### src/rtl/booth_pkg.sv
// Shared types and helpers for the sequential radix-2 Booth multiplier.
// The optional accumulator is enabled with the BOOTH_SEQ_MAC_EN macro.
package booth_pkg;

  typedef enum logic [1:0] {
    IDLE = 2'd0,
    RUN  = 2'd1,
    DONE = 2'd2
  } state_t;

  localparam logic [1:0] BOOTH_ADD = 2'b01;
  localparam logic [1:0] BOOTH_SUB = 2'b10;

  // Step counter width; at least one bit so the counter always exists.
  function automatic int unsigned cnt_w(input int unsigned w);
    return (w < 2) ? 32'd1 : int'($clog2(w));
  endfunction

endpackage

### src/rtl/booth_step.sv
// One combinational radix-2 Booth step: conditional add/sub of M into A, then an
// arithmetic right shift of the {A, Q, q_1} chain.
module booth_step
  import booth_pkg::*;
#(
  parameter int unsigned W = 4
) (
  input  logic [W:0]   i_a,
  input  logic [W-1:0] i_q,
  input  logic         i_q1,
  input  logic [W:0]   i_m,
  output logic [W:0]   o_a,
  output logic [W-1:0] o_q,
  output logic         o_q1
);

  logic [W:0] w_sum;

  always_comb begin
    w_sum = i_a;
    case ({i_q[0], i_q1})
      BOOTH_SUB: w_sum = i_a - i_m;
      BOOTH_ADD: w_sum = i_a + i_m;
      default:   w_sum = i_a;
    endcase
  end

  assign o_a  = {w_sum[W], w_sum[W:1]};
  assign o_q  = {w_sum[0], i_q[W-1:1]};
  assign o_q1 = i_q[0];

endmodule

### src/rtl/booth_seq_ctrl.sv
// Sequencer for a signed radix-2 Booth multiplier, one step per enabled clock.
// Defining BOOTH_SEQ_MAC_EN adds the acc_clr input and a wrapping 2W-bit accumulator.
module booth_seq_ctrl
  import booth_pkg::*;
#(
  parameter int unsigned W = 4
) (
  input  logic           clk,
  input  logic           rst_n,
  input  logic           ena,
  input  logic           in_valid,
  output logic           in_ready,
  input  logic [W-1:0]   a,
  input  logic [W-1:0]   b,
`ifdef BOOTH_SEQ_MAC_EN
  input  logic           acc_clr,
`endif
  output logic           busy,
  output logic           out_valid,
  input  logic           out_ready,
  output logic [2*W-1:0] product
);

  localparam int unsigned CntW = cnt_w(W);

  state_t            r_state;
  logic [W:0]        r_a;
  logic [W:0]        r_m;
  logic [W-1:0]      r_q;
  logic              r_q1;
  logic [CntW-1:0]   r_count;
  logic [2*W-1:0]    r_product;

  logic [W:0]        w_a_nx;
  logic [W-1:0]      w_q_nx;
  logic              w_q1_nx;
  logic [2*W-1:0]    w_raw;
  logic [2*W-1:0]    w_result;
  logic              w_last;

  booth_step #(
    .W(W)
  ) u_step (
    .i_a  (r_a),
    .i_q  (r_q),
    .i_q1 (r_q1),
    .i_m  (r_m),
    .o_a  (w_a_nx),
    .o_q  (w_q_nx),
    .o_q1 (w_q1_nx)
  );

  // A carries one guard bit, so the low W bits of A above Q form the exact product.
  assign w_raw  = {w_a_nx[W-1:0], w_q_nx};
  assign w_last = (r_count == CntW'(W - 1));

`ifdef BOOTH_SEQ_MAC_EN
  logic [2*W-1:0] r_acc;
  logic           r_acc_clr;

  assign w_result = (r_acc_clr ? '0 : r_acc) + w_raw;
`else
  assign w_result = w_raw;
`endif

  always_ff @(posedge clk) begin
    if (!rst_n) begin
      r_state   <= IDLE;
      r_a       <= '0;
      r_m       <= '0;
      r_q       <= '0;
      r_q1      <= 1'b0;
      r_count   <= '0;
      r_product <= '0;
`ifdef BOOTH_SEQ_MAC_EN
      r_acc     <= '0;
      r_acc_clr <= 1'b0;
`endif
    end else if (ena) begin
      unique case (r_state)
        IDLE: begin
          if (in_valid) begin
            r_m     <= {a[W-1], a};
            r_a     <= '0;
            r_q     <= b;
            r_q1    <= 1'b0;
            r_count <= '0;
            r_state <= RUN;
`ifdef BOOTH_SEQ_MAC_EN
            r_acc_clr <= acc_clr;
`endif
          end
        end
        RUN: begin
          r_a     <= w_a_nx;
          r_q     <= w_q_nx;
          r_q1    <= w_q1_nx;
          r_count <= r_count + CntW'(1);
          if (w_last) begin
            r_product <= w_result;
`ifdef BOOTH_SEQ_MAC_EN
            r_acc     <= w_result;
`endif
            r_state   <= DONE;
          end
        end
        DONE: begin
          if (out_ready) begin
            r_state <= IDLE;
          end
        end
        default: r_state <= IDLE;
      endcase
    end
  end

  assign in_ready  = (r_state == IDLE) && ena;
  assign busy      = (r_state == RUN) || (r_state == DONE);
  assign out_valid = (r_state == DONE);
  assign product   = r_product;

endmodule

### config.mk
export PLATFORM = sky130hd
export DESIGN_NAME = booth_seq_ctrl
export DESIGN_NICKNAME = d
export VERILOG_FILES = /design/src/rtl/booth_pkg.sv /design/src/rtl/booth_step.sv /design/src/rtl/booth_seq_ctrl.sv
export SDC_FILE = /design/constraint.sdc
export NUM_CORES = 1
export LEC_CHECK = 0
export CAP_MARGIN = 10
export CORE_ASPECT_RATIO = 0.6
export CORE_MARGIN = 2
export CORE_UTILIZATION = 55
export CTS_CLUSTER_DIAMETER = 200
export DETAILED_ROUTE_END_ITERATION = 10
export DONT_BUFFER_PORTS = 1
export HOLD_SLACK_MARGIN = 0.08
export PLACE_DENSITY = 0.7
export REMOVE_ABC_BUFFERS = 1
export SETUP_SLACK_MARGIN = 0.15
export SLEW_MARGIN = 20
export SYNTH_ARGS = -nofsm -noshare
export SYNTH_HDL_FRONTEND = slang
export SYNTH_SLANG_ARGS = --single-unit
### constraint.sdc
create_clock -name clk -period 3.3 [get_ports clk]
set_clock_uncertainty 0.05 [all_clocks]
set_input_delay 0.66 -clock clk [delete_from_list [all_inputs] [get_ports clk]]
set_output_delay 0.66 -clock clk [all_outputs]
set_load 0.01 [all_outputs]
# == Word level (Yosys, flattened, before mapping) ==
# Index checks and enable logic that the tools add are counted.
# classes
add_sub_neg,3
n_eq_ne,8
n_mux,13
reduce_logical,8
# op_table
cell,count
one-hot mux 5 bit (2 select lines),2
AND reduction 3 bit,3
2-to-1 mux 2 bit,4
one-hot mux 4 bit (2 select lines),1
== test 2 bit (second input constant),3
one-hot mux 2 bit (3 select lines),1
adder 5 bit,1
2-to-1 mux 5 bit,1
subtractor 5 bit,1
== test 2 x 1 -> 1 bit (second input constant),2
2-to-1 mux 4 bit,1
inequality test 2 bit (second input constant),2
one-hot mux 2 bit (2 select lines),1
AND reduction 4 bit,1
adder 2 x 1 -> 2 bit (second input constant),1
logical NOT 2 bit,1
inequality test 2 x 1 -> 1 bit (second input constant),1
one-hot mux 1 bit (2 select lines),1
nonzero test 2 bit,1
logical AND 1 bit,1
logical OR 1 bit,1
2-to-1 mux 1 bit,1
# totals
register_bits,26
in_bits,13
output_inout_bits,11
wordCells,39

# == Longest topological paths before layout ==
# Gate-level depths: netlist of the first run.
# logic_depth
depth_word,3
depth_mapped,10
depth_no_buf,10

# == By module ==
# A second synthesis of the first run with hierarchy kept.
# hier_totals
hier_cells,160
area_unflattened_um2,1510.2
# by_module_without_submodules
module,instances,cells_per_inst,area_per_inst_um2,seq_area_each_um2
booth_seq_ctrl,1,115,1151.1,520.5
booth_step,1,45,359.1,0.0

# == Least setup slack after synthesis of the first run ==
# OpenSTA, ideal clock, no wires.
# synth_timing
path_type,reg-to-reg
start,register r_m[0]
end,register r_product[7] (netlist: product[7])
setup_time_ns,0.091
arrival_time_ns,2.268
t_required_ns,3.159
path_slack_ns,0.891
stages_incl_launch_ff,10
path_buffers,0
synth_period_minus_slack_ns,2.409
path_cell_list,dfxtp_1 inv_1 ha_1 mux2_2 fa_1 a21o_1 a21oi_2 xnor2_1 or3_1 a311oi_1
# synth_via
elab_chain_len,2
elab_cells_between_ends,3
classes_between,2 x add/sub; 1 x mux
# synth_lines
element,line_no,rtl
"start, declared",booth_seq_ctrl.sv:28,logic [W:0] r_m;
"start signal, assigned",booth_seq_ctrl.sv:83,"r_m <= {a[W-1], a};"
adder 5 bit or subtractor 5 bit (tied branches),"booth_step.sv:23, booth_step.sv:22",
one-hot mux 5 bit (2 select lines) *,booth_step.sv:21,"case ({i_q[0], i_q1})"
"end signal, assigned",booth_seq_ctrl.sv:100,r_product <= w_result;
"end, declared",booth_seq_ctrl.sv:32,logic [2*W-1:0] r_product;
# Mark *: on every way between the ends. The rest lies on a longest branch, timed or not.
# A chain may end at the register's enable or synchronous reset.

# == Worst setup path in the final report of the first run ==
# layout_timing
start,register r_q[0]
end,register r_product[7] (netlist: product[7])
# layout_via
elab_chain_len,2
elab_cells_between_ends,3
classes_between,2 x eq/ne; 1 x mux
# layout_lines
element,line_no,rtl
"start, declared",booth_seq_ctrl.sv:29,logic [W-1:0] r_q;
"start signal, assigned",booth_seq_ctrl.sv:96,r_q <= w_q_nx;
== test 2 x 1 -> 1 bit or == test 2 bit (tied branches),booth_step.sv:21,
one-hot mux 5 bit (2 select lines) *,booth_step.sv:21,
# Marked as above.

==> results of run 1 <==
-- sequential cells by signal, summed over array words and instances, names as in the netlist --
register	flops
r_a	4
r_state	2
r_q	4
r_count	2
product	8
r_q1	1
r_m	4
-- per-layer routing --
layer	share of wire [%]	vias up	global-route usage, %	wire, µm
met5	0	-	0	0
met4	0.99	0	5.71	27
met3	6.8	4	7.05	185
met2	44	36	32.7	1200
met1	48	500	30.1	1330
li1	-	536	-	-
-- worst max path at each step --
| stage | end | start | cells past startpoint |
|---|---|---|---|
| 2_1_floorplan | product[7] | r_m[0] | 9 |
| 3_3_place_gp | product[7] | r_m[0] | 9 |
| 5_1_grt | product[7] | r_q[0] | 9 |
| 4_1_cts | product[7] | r_q[0] | 9 |
| 3_5_place_dp | product[7] | r_q[0] | 9 |
| 6_report | product[7] | r_q[0] | 9 |
-- Yosys cell counts --
cell type	count
and2_1	2
a21oi_1	13
inv_1	7
a211oi_1	6
mux2i_1	6
clkbuf_1	5
nand3_1	2
nand2b_1	3
or4_1	1
nor3_1	1
o21ba_2	1
a22o_1	1
o211ai_1	1
o21ai_0	5
a21o_1	2
mux2_2	1
ha_1	11
xor2_1	3
xnor2_1	2
and3_1	4
o211a_1	1
nor2_1	18
nand2_1	25
a21oi_2	2
fa_1	1
a22oi_1	3
or3_1	1
dfxtp_1	25
buf_2	1
a31oi_1	1
a311oi_1	1
-- cells by family (layout without fill, tap and decap cells) --
group | Yosys count | count (layout)
and+or+nand+nor | 57 | 57
AOI/OAI and AO/OA | 37 | 37
DFF | 25 | 25
buffers and inverters | 13 | 11
adders and majority gates | 12 | 12
muxes | 7 | 7
xor gates and xnor gates | 5 | 5
-- metrics by stage --
step	hold WS [ps]	cells	worst slack [ps]	utilization [%]
finish	438	184	746	62.0
global placement	417	180	817	59.9
detailed placement	423	180	763	59.9
CTS	436	184	747	62.0
global route	454	184	593	62.0
floorplan	395	150	890	-
-- cell type report --
type	count	area, µm²
tap	30	37.5
clock inverter	1	5.00
sequential	25	500
fill	223	841
multi-input combinational	118	761
clock buffer	3	41.3
inverter	7	26.3
-- cell usage in the layout, fill, tap and decap left out, types with 2 or more instances in the layout --
cell type / n
a211oi_1: 6
a21o_1: 2
a21oi_1: 13
a21oi_2: 2
a22oi_1: 3
and2_1: 2
and3_1: 4
clkbuf_8: 3
dfxtp_1: 25
ha_1: 11
inv_1: 7
mux2i_1: 6
nand2_1: 25
nand2b_1: 3
nand3_1: 2
nor2_1: 18
o21ai_0: 5
xnor2_1: 2
xor2_1: 3
-- critical path: stages, from the launching register on --
cell	delay (ps)
dfxtp_1	330
inv_1	60
ha_1	230
mux2_2	390
fa_1	410
a21o_1	190
a21oi_2	150
xnor2_1	120
or3_1	310
a311oi_1	240
-- power groups by stage --
stage               logic [mW]  clock network (mW)  registers [mW]
floorplan               0.0691                   0           0.324
global placement        0.0815                   0           0.326
detailed placement      0.0873                   0           0.327
CTS                     0.0876               0.182           0.320
global route            0.0994               0.199           0.321
finish                  0.0882               0.180           0.320
==> results.py, run 1 <==
metrics = {
    "pwr": {
        "p_clk_share_pct": 30.6,
        "combPwrFrac_pct": 15.0,
        "p_leak_nw": 0.584,
        "p_int_mw": 0.429,
        "powerDensity_nw_per_um2": 429,
        "power.switching_mw": 0.158,
        "ir_worst_vdd_v": 0.000242,
        "p_seq_share_pct": 54.4,
        "switching_share_pct": 27.0,
        "total_power_mw": 0.588,
    },
    "final_layout": {
        "final_cell_area_um2": 1370,
        "n_antenna_cell": 0,
        "drive_gt1_share_pct": 5.19,
        "syn2layout_area_growth_pct": 4.58,
        "fin_nets": 180,
    },
    "critical_path": {
        "cp_max_fo": 5,
        "reg2reg_to": "product[7]",
        "ff2ff_setup_slack_ps": 750,
        "endpoint_kind": "flip-flop",
        "critPathLaunchType": "flip-flop",
        "r2r-start": "r_q[0]",
        "worst_ep_arrival_time_ps": 2690,
        "criticalPathCategory": "flip-flop to flip-flop",
        "reg2regPathDepth": 9,
        "critPathRequiredTime_ps": 3430,
    },
    "job": {
        "drv_cap": 0,
    },
    "floorplan": {
        "core_um2": 2210,
        "rows": 13,
        "die_area_um2": 2800,
        "start_util_pct": 59.3,
        "ioPinCount": 24,
        "fp.dieH_um": 41.8,
        "die_w_um": 67.0,
    },
    "synth": {
        "synth-xor-area-share_pct": 3.34,
        "yosys-mux-area-fraction_pct": 5.44,
        "synth_top_family_by_area": "simple AND/OR/NAND/NOR gates",
        "syn_inst": 156,
        "yosys.area_share.adder_pct": 12.0,
        "synthSimpleGateAreaFrac_pct": 18.8,
        "netlist_top_cells_area": "dfxtp_1 38%, ha_1 10%, nand2_1 7.2%, nor2_1 5.2%, a21oi_1 5.0%",
        "synth.distinct_cells": 31,
        "yosys_warnings": 0,
        "synth_seq_cells": 25,
        "synth_area_leader_cell": "dfxtp_1",
        "avgSynthCellArea_um2": 8.41,
        "synth-compound-area-share_pct": 18.4,
        "synth_top_cell_area_share_pct": 38.2,
        "synth_area_um2": 1310,
        "yosysSeqAreaShare_pct": 38.2,
    },
    "sta": {
        "setup_viol": 0,
        "rsz0062_at_grt": "no",
        "finalCritPeriodShare_pct": 77.4,
        "period_minus_slack_ps": 2550,
        "tightest_slew_ps": 702,
        "slew-limit-headroom_pct": 53.2,
        "hold_viol_final": 0,
        "slew_violations": 0,
        "tns_ps": 0,
        "fmax_ghz": 0.392,
    },
    "placement": {
        "placed_cell_area_um2": 1330,
        "io_buffers": 0,
        "gp_congestion": 0.772,
        "hpwlAfterDp_um": 2110,
    },
    "clocking": {
        "ctsRootBufferMaster": "clkbuf_8",
        "cts_hold_buf": 0,
        "cts_max_level": 1,
        "clkLatencyLatePin_ps": 270,
        "cts_buffers": 3,
        "post-cts-setup-buffer-count": 0,
        "clkSlewWorstSetupHoldPaths_ps": 90,
        "clock_path_buffers": 2,
        "cts_tree": "yes",
        "clock_sinks": 25,
        "cts.repair.resized": 0,
    },
    "min_path": {
        "hold_class": "flip-flop to flip-flop",
        "hold_depth": 2,
        "whs_endpoint": "product[0]",
        "min_from": "r_q[1]",
    },
    "drt": {
        "routed_wl_um": 2740,
        "initialDrtViolationCount": 58,
        "final_antenna_net_count": 0,
        "post_drt_wl_per_cell_um": 14.9,
        "drcViolationCount": 0,
        "vias_per_cell": 5.85,
        "vias": 1076,
        "dr.pass1.iters": 4,
    },
    "global_route": {
        "grt_max_degree": 24,
        "overflow": 0,
        "grt_pass1_wl_um": 4570,
        "grt_use_total_pct": 21.8,
        "grt_antenna_before_repair": 0,
        "grt_pass1_vias": 1004,
    },
    "status": {
        "status": "finished, final reports clean",
    },
}
(Power assumes the default switching activity.)
==> inputs of run 2 (changes only) <==
--- a/config.mk
+++ b/config.mk
@@ -13,7 +13,7 @@
 export DETAILED_ROUTE_END_ITERATION = 10
 export DONT_BUFFER_PORTS = 1
 export HOLD_SLACK_MARGIN = 0.08
-export PLACE_DENSITY = 0.7
+export PLACE_DENSITY = 0.73
 export REMOVE_ABC_BUFFERS = 1
 export SETUP_SLACK_MARGIN = 0.15
 export SLEW_MARGIN = 20
==> constraint.sdc (replaced) <==
create_clock -name clk -period 2.22 [get_ports clk]
set_clock_uncertainty 0.05 [all_clocks]
set_input_delay 0.444 -clock clk [delete_from_list [all_inputs] [get_ports clk]]
set_output_delay 0.444 -clock clk [all_outputs]
set_load 0.01 [all_outputs]
==> run 2 against run 1 <==
  * The flow now finishes with violations (negative setup slack)
  * Sequential share of layout area decreased by 3.6 points
  * Core utilization up 7.5 points
  * Register-to-register slack got worse by 960 ps
  * Setup slack worse by 960 ps
  * Maximum frequency grew 5.0%
  * Non-clock buffer count is 9 higher
  * Count of clock-buffer cells in the layout rose by 1
  * Die area did not move
  * Largest cell class unchanged
  * Largest power group unchanged
  * Highest routed layer unchanged
==> results.py, run 2 (same netlist as run 1, synthesis figures left out) <==
metrics = {
    "status": {
        "status": "complete, but fails checks",
        "failed_checks": "negative setup slack",
    },
    "sta": {
        "whs_ps": 240,
        "slew-limit-headroom_pct": 49.0,
        "rsz0062_at_grt": "yes",
        "period_minus_slack_ps": 2430,
        "hold_viol_final": 0,
        "finalCritPeriodShare_pct": 110,
        "slew_violations": 0,
        "fmax_ghz": 0.411,
        "tns_ps": -393,
        "setup_viol": 2,
        "setup_slack_ps": -212,
        "tightest_slew_ps": 764,
    },
    "critical_path": {
        "worstSetupStartpoint": "r_m[0]",
        "reg2reg_to": "product[7]",
        "critPathLaunchType": "flip-flop",
        "crit_family": "compound AO/OA/AOI/OAI gates",
        "worst_ep_arrival_time_ps": 2570,
        "cp-endpoint": "product[7]",
        "path_depth": 9,
        "cp_slowest_cell": "fa_2",
        "r2r-start": "r_m[0]",
        "critPathRequiredTime_ps": 2360,
        "ff2ff_setup_slack_ps": -210,
        "reg2regPathDepth": 9,
        "cp_cell_sequence": "inv_2 > ha_4 > mux2_4 > fa_2 > a21o_1 > a21oi_2 > xnor2_2 > or3_1 > a311oi_2",
        "criticalPathCategory": "flip-flop to flip-flop",
        "endpoint_kind": "flip-flop",
        "cp.buffers_inverters": 1,
        "cp_max_fo": 4,
        "worst_path_largest_cell_delay_ps": 360,
    },
    "drt": {
        "routed_wl_um": 3220,
        "final_antenna_net_count": 0,
        "post_drt_wl_per_cell_um": 16.7,
        "vias_per_cell": 6.04,
        "initialDrtViolationCount": 82,
        "dr.pass1.iters": 4,
        "drcViolationCount": 0,
        "vias": 1166,
    },
    "clocking": {
        "clock_path_buffers": 2,
        "clkLatencyLatePin_ps": 270,
        "cts_buffers": 3,
        "cts_tree": "yes",
        "ctsRootBufferMaster": "clkbuf_8",
        "clkSlewWorstSetupHoldPaths_ps": 90,
        "clock_sinks": 25,
        "cts_max_level": 1,
        "cts_hold_buf": 0,
    },
    "final_layout": {
        "drive_gt1_share_pct": 21.5,
        "final_common_cell": "nand2_1",
        "largest_reg_flops": 8,
        "n_antenna_cell": 0,
        "stdcell_count": 193,
        "final_cell_area_um2": 1540,
        "syn2layout_area_growth_pct": 17.3,
        "fin_nets": 189,
        "final_cell_mix": "25 x nand2_1, 21 x dfxtp_1, 17 x nor2_1",
    },
    "floorplan": {
        "fp.dieH_um": 41.8,
        "ioPinCount": 24,
        "die_w_um": 67.0,
        "start_util_pct": 59.3,
        "die_area_um2": 2800,
        "core_um2": 2210,
        "rows": 13,
    },
    "pwr": {
        "powerDensity_nw_per_um2": 602,
        "ir_worst_vdd_v": 0.000453,
        "p_leak_nw": 0.640,
    },
    "global_route": {
        "grt_pass1_wl_um": 4620,
        "grt_antenna_before_repair": 0,
        "grt_use_total_pct": 21.8,
        "grt_pass1_vias": 1045,
        "overflow": 0,
        "grt_max_degree": 24,
    },
    "placement": {
        "hpwlAfterDp_um": 2060,
        "gp_congestion": 0.795,
        "pre_cts_slack_ps": -266,
        "placed_cell_area_um2": 1370,
        "dp_cells": 186,
        "io_buffers": 0,
    },
    "min_path": {
        "hold_class": "primary input to flip-flop",
    },
    "job": {
        "drv_cap": 0,
    },
}
run 2: what timing repair did:
action / 4_1_cts / 5_1_grt
pin swaps: 9 / 9
endpoints found under the setup margin: 7 / 7
buffers inserted: 0 / 3
resized for setup: 11 / 14
run 2: report_power, final:
group | switching, mW | internal [mW] | leakage [nW]
Clock | 0.143 | 0.129 | 0.0228
Sequential | 0.0134 | 0.463 | 0.204
Combinational | 0.100 | 0.0777 | 0.412
Total | 0.257 | 0.670 | 0.640
run 2: final cells by class:
| type | instances | area (µm²) |
|---|---|---|
| clock buffers | 4 | 45.0 |
| fillers | 180 | 674 |
| inverters | 7 | 26.3 |
| multi-input cells | 118 | 852 |
| flip-flops and latches | 25 | 505 |
| well taps | 30 | 37.5 |
| repair buffers | 9 | 71.3 |
run 2: per-layer routing:
| layer | up-vias | routed length [µm] | global-route usage, % |
|---|---|---|---|
| li1 | 551 | - | - |
| met1 | 552 | 1450 | 30.0 |
| met2 | 52 | 1460 | 33.3 |
| met3 | 11 | 242 | 7.59 |
| met4 | 0 | 69 | 3.67 |
| met5 | - | 0 | 0 |
run 2: worst register-to-register path, stage by stage, from the launching register on:
cell and delay [ps]:
dfxtp_2 340, inv_2 50, ha_4 220, mux2_4 280, fa_2 360, a21o_1 180
a21oi_2 210, xnor2_2 100, or3_1 330, a311oi_2 240
run 2: worst min-delay path by stage:
stage,cells past startpoint,endpoint,start,slack (ps)
after detailed placement,2,product[2],r_q[3],430
after CTS,1,r_a[2],rst_n,240
after global placement,2,product[1],r_q[2],420
final,1,r_a[2],rst_n,240
after floorplan,2,product[2],r_q[3],390
after global routing,1,r_a[2],rst_n,230
run 2: stage by stage:
step	utilization, %	total power, mW
3_5_place_dp	61.9	0.621
6_report	69.5	0.926
3_3_place_gp	61.9	0.614
4_1_cts	66.0	0.894
2_1_floorplan	-	0.585
5_1_grt	69.5	0.964
==> inputs of run 3 (changes only) <==
--- a/config.mk
+++ b/config.mk
@@ -6,7 +6,7 @@
 export NUM_CORES = 1
 export LEC_CHECK = 0
 export CAP_MARGIN = 10
-export CORE_ASPECT_RATIO = 0.6
+export CORE_ASPECT_RATIO = 1.4
 export CORE_MARGIN = 2
 export CORE_UTILIZATION = 55
 export CTS_CLUSTER_DIAMETER = 200
==> run 3 against run 2 <==
  * The flow still finishes with violations (negative setup slack)
  * Power is 6.5% lower
  * Combinational power about the same
  * Sequential power hardly changed
  * Via count shrank 4.2%
  * Setup slack improved by 8.8 ps
  * Maximum frequency grew 0.36%
  * Final cell count fell by 3.1%
  * Die area shrank 0.26%
  * Sequential share of layout area up 0.49 points
  * Global-route usage up 2.2 points
  * Clock power shrank 21%
  * Largest cell class unchanged
==> results.py, run 3 (same netlist as run 1, synthesis figures left out) <==
metrics = {
    "status": {
        "status": "complete, but fails checks",
        "failed_checks": "negative setup slack",
    },
    "clocking": {
        "cts_max_level": 1,
        "clock_path_buffers": 2,
        "cts_tree": "yes",
        "clkSlewWorstSetupHoldPaths_ps": 140,
        "clock_sinks": 25,
        "clkLatencyLatePin_ps": 330,
        "ctsRootBufferMaster": "clkbuf_4",
        "cts_buffers": 3,
    },
    "sta": {
        "setup_slack_ps": -203,
        "tightest_slew_ps": 696,
        "rsz0062_at_grt": "yes",
        "fmax_ghz": 0.413,
        "period_minus_slack_ps": 2420,
        "slew_violations": 0,
        "tns_ps": -455,
        "setup_viol": 4,
        "whs_ps": 173,
        "finalCritPeriodShare_pct": 109,
        "hold_viol_final": 0,
        "slew-limit-headroom_pct": 53.5,
    },
    "final_layout": {
        "final_cell_area_um2": 1520,
        "largest_reg_flops": 8,
        "final_common_cell": "nand2_1",
        "syn2layout_area_growth_pct": 15.6,
        "drive_gt1_share_pct": 21.2,
        "fill_cells": 174,
        "final_cell_mix": "25 x nand2_1, 21 x dfxtp_1, 17 x nor2_1",
        "fin_nets": 191,
        "stdcell_count": 187,
        "n_antenna_cell": 0,
        "final_util_pct": 68.0,
    },
    "critical_path": {
        "worst_path_largest_cell_delay_ps": 360,
        "r2r-start": "r_m[0]",
        "cp_max_fo": 4,
        "criticalPathCategory": "flip-flop to flip-flop",
        "ff2ff_setup_slack_ps": -200,
        "cp_cell_sequence": "inv_2 > ha_4 > mux2_4 > fa_2 > a21o_1 > a21oi_2 > xnor2_2 > or3_1 > a311oi_2",
        "worst_ep_arrival_time_ps": 2620,
        "endpoint_kind": "flip-flop",
        "worstSetupStartpoint": "r_m[0]",
        "critPathRequiredTime_ps": 2420,
        "reg2regPathDepth": 9,
        "cp_slowest_cell": "dfxtp_2",
        "reg2reg_to": "product[7]",
        "critPathLaunchType": "flip-flop",
    },
    "drt": {
        "vias": 1117,
        "post_drt_wl_per_cell_um": 15.2,
        "dr.pass1.iters": 4,
        "final_antenna_net_count": 0,
        "vias_per_cell": 5.97,
        "drcViolationCount": 0,
        "initialDrtViolationCount": 30,
        "routed_wl_um": 2840,
    },
    "floorplan": {
        "fp.dieH_um": 61.8,
        "die_w_um": 45.3,
        "rows": 20,
        "die_area_um2": 2800,
        "core_um2": 2230,
        "start_util_pct": 58.9,
        "ioPinCount": 24,
    },
    "global_route": {
        "overflow": 0,
        "grt_pass1_wl_um": 4770,
        "grt_antenna_before_repair": 0,
        "grt_max_degree": 24,
        "grt_pass1_vias": 1048,
        "grt_use_total_pct": 23.9,
    },
    "min_path": {
        "hold_class": "primary input to flip-flop",
        "hold_depth": 2,
        "whs_endpoint": "r_m[0]",
        "min_from": "a[0]",
    },
    "placement": {
        "hpwlAfterDp_um": 2060,
        "placed_cell_area_um2": 1380,
        "pre_cts_slack_ps": -286,
        "gp_congestion": 0.872,
        "io_buffers": 0,
        "dp_cells": 180,
    },
    "pwr": {
        "p_leak_nw": 0.643,
        "total_power_mw": 0.866,
        "ir_worst_vdd_v": 0.000487,
        "powerDensity_nw_per_um2": 572,
    },
    "job": {
        "drv_cap": 0,
    },
}
## run 3: power breakdown
| part | switching [mW] | internal [mW] |
|---|---|---|
| sequential | 0.0115 | 0.464 |
| combinational | 0.0941 | 0.0830 |
| clock | 0.145 | 0.0690 |
| total | 0.250 | 0.616 |
## run 3: how the worst max path moves through the flow
stage,end
after floorplan,product[7]
after global placement,product[7]
after detailed placement,product[7]
after CTS,product[7]
after global routing,product[7]
final,product[7]
## run 3: timing repair
action | in CTS | in global routing
gates cloned | 0 | 0
setup buffers | 2 | 1
pin swaps | 8 | 8
hold buffers | 0 | 0
setup endpoints to repair | 6 | 6
resized for setup | 16 | 6
## run 3: worst max-delay path: cells and delay by family, from the launching register on
kind | cells | cell delay [ps]
AOI/OAI and AO/OA | 3 | 590
DFF | 1 | 360
and+or+nand+nor | 1 | 330
xor gates and xnor gates | 1 | 100
muxes | 1 | 280
buffers and inverters | 1 | 40
adders and majority gates | 2 | 580
## run 3: layout make-up
| class | count | area, µm² | area share (%) |
|---|---|---|---|
| well taps | 22 | 27.5 | 1.82 |
| flip-flops and latches | 25 | 505 | 33.4 |
| clock inverters | 1 | 7.51 | 0.495 |
| inverters | 7 | 26.3 | 1.73 |
| clock buffers | 3 | 22.5 | 1.49 |
| multi-input cells | 118 | 836 | 55.2 |
| repair buffers | 11 | 90.1 | 5.95 |
## run 3: per-layer routing
layer  global-route usage, %  vias up  part of all wire [%]
li1                        -      557                     -
met1                    29.4      528                    41
met2                    41.8       25                    53
met5                       0        -                     0
met3                    2.02        7                   3.8
met4                    11.3        0                   2.2
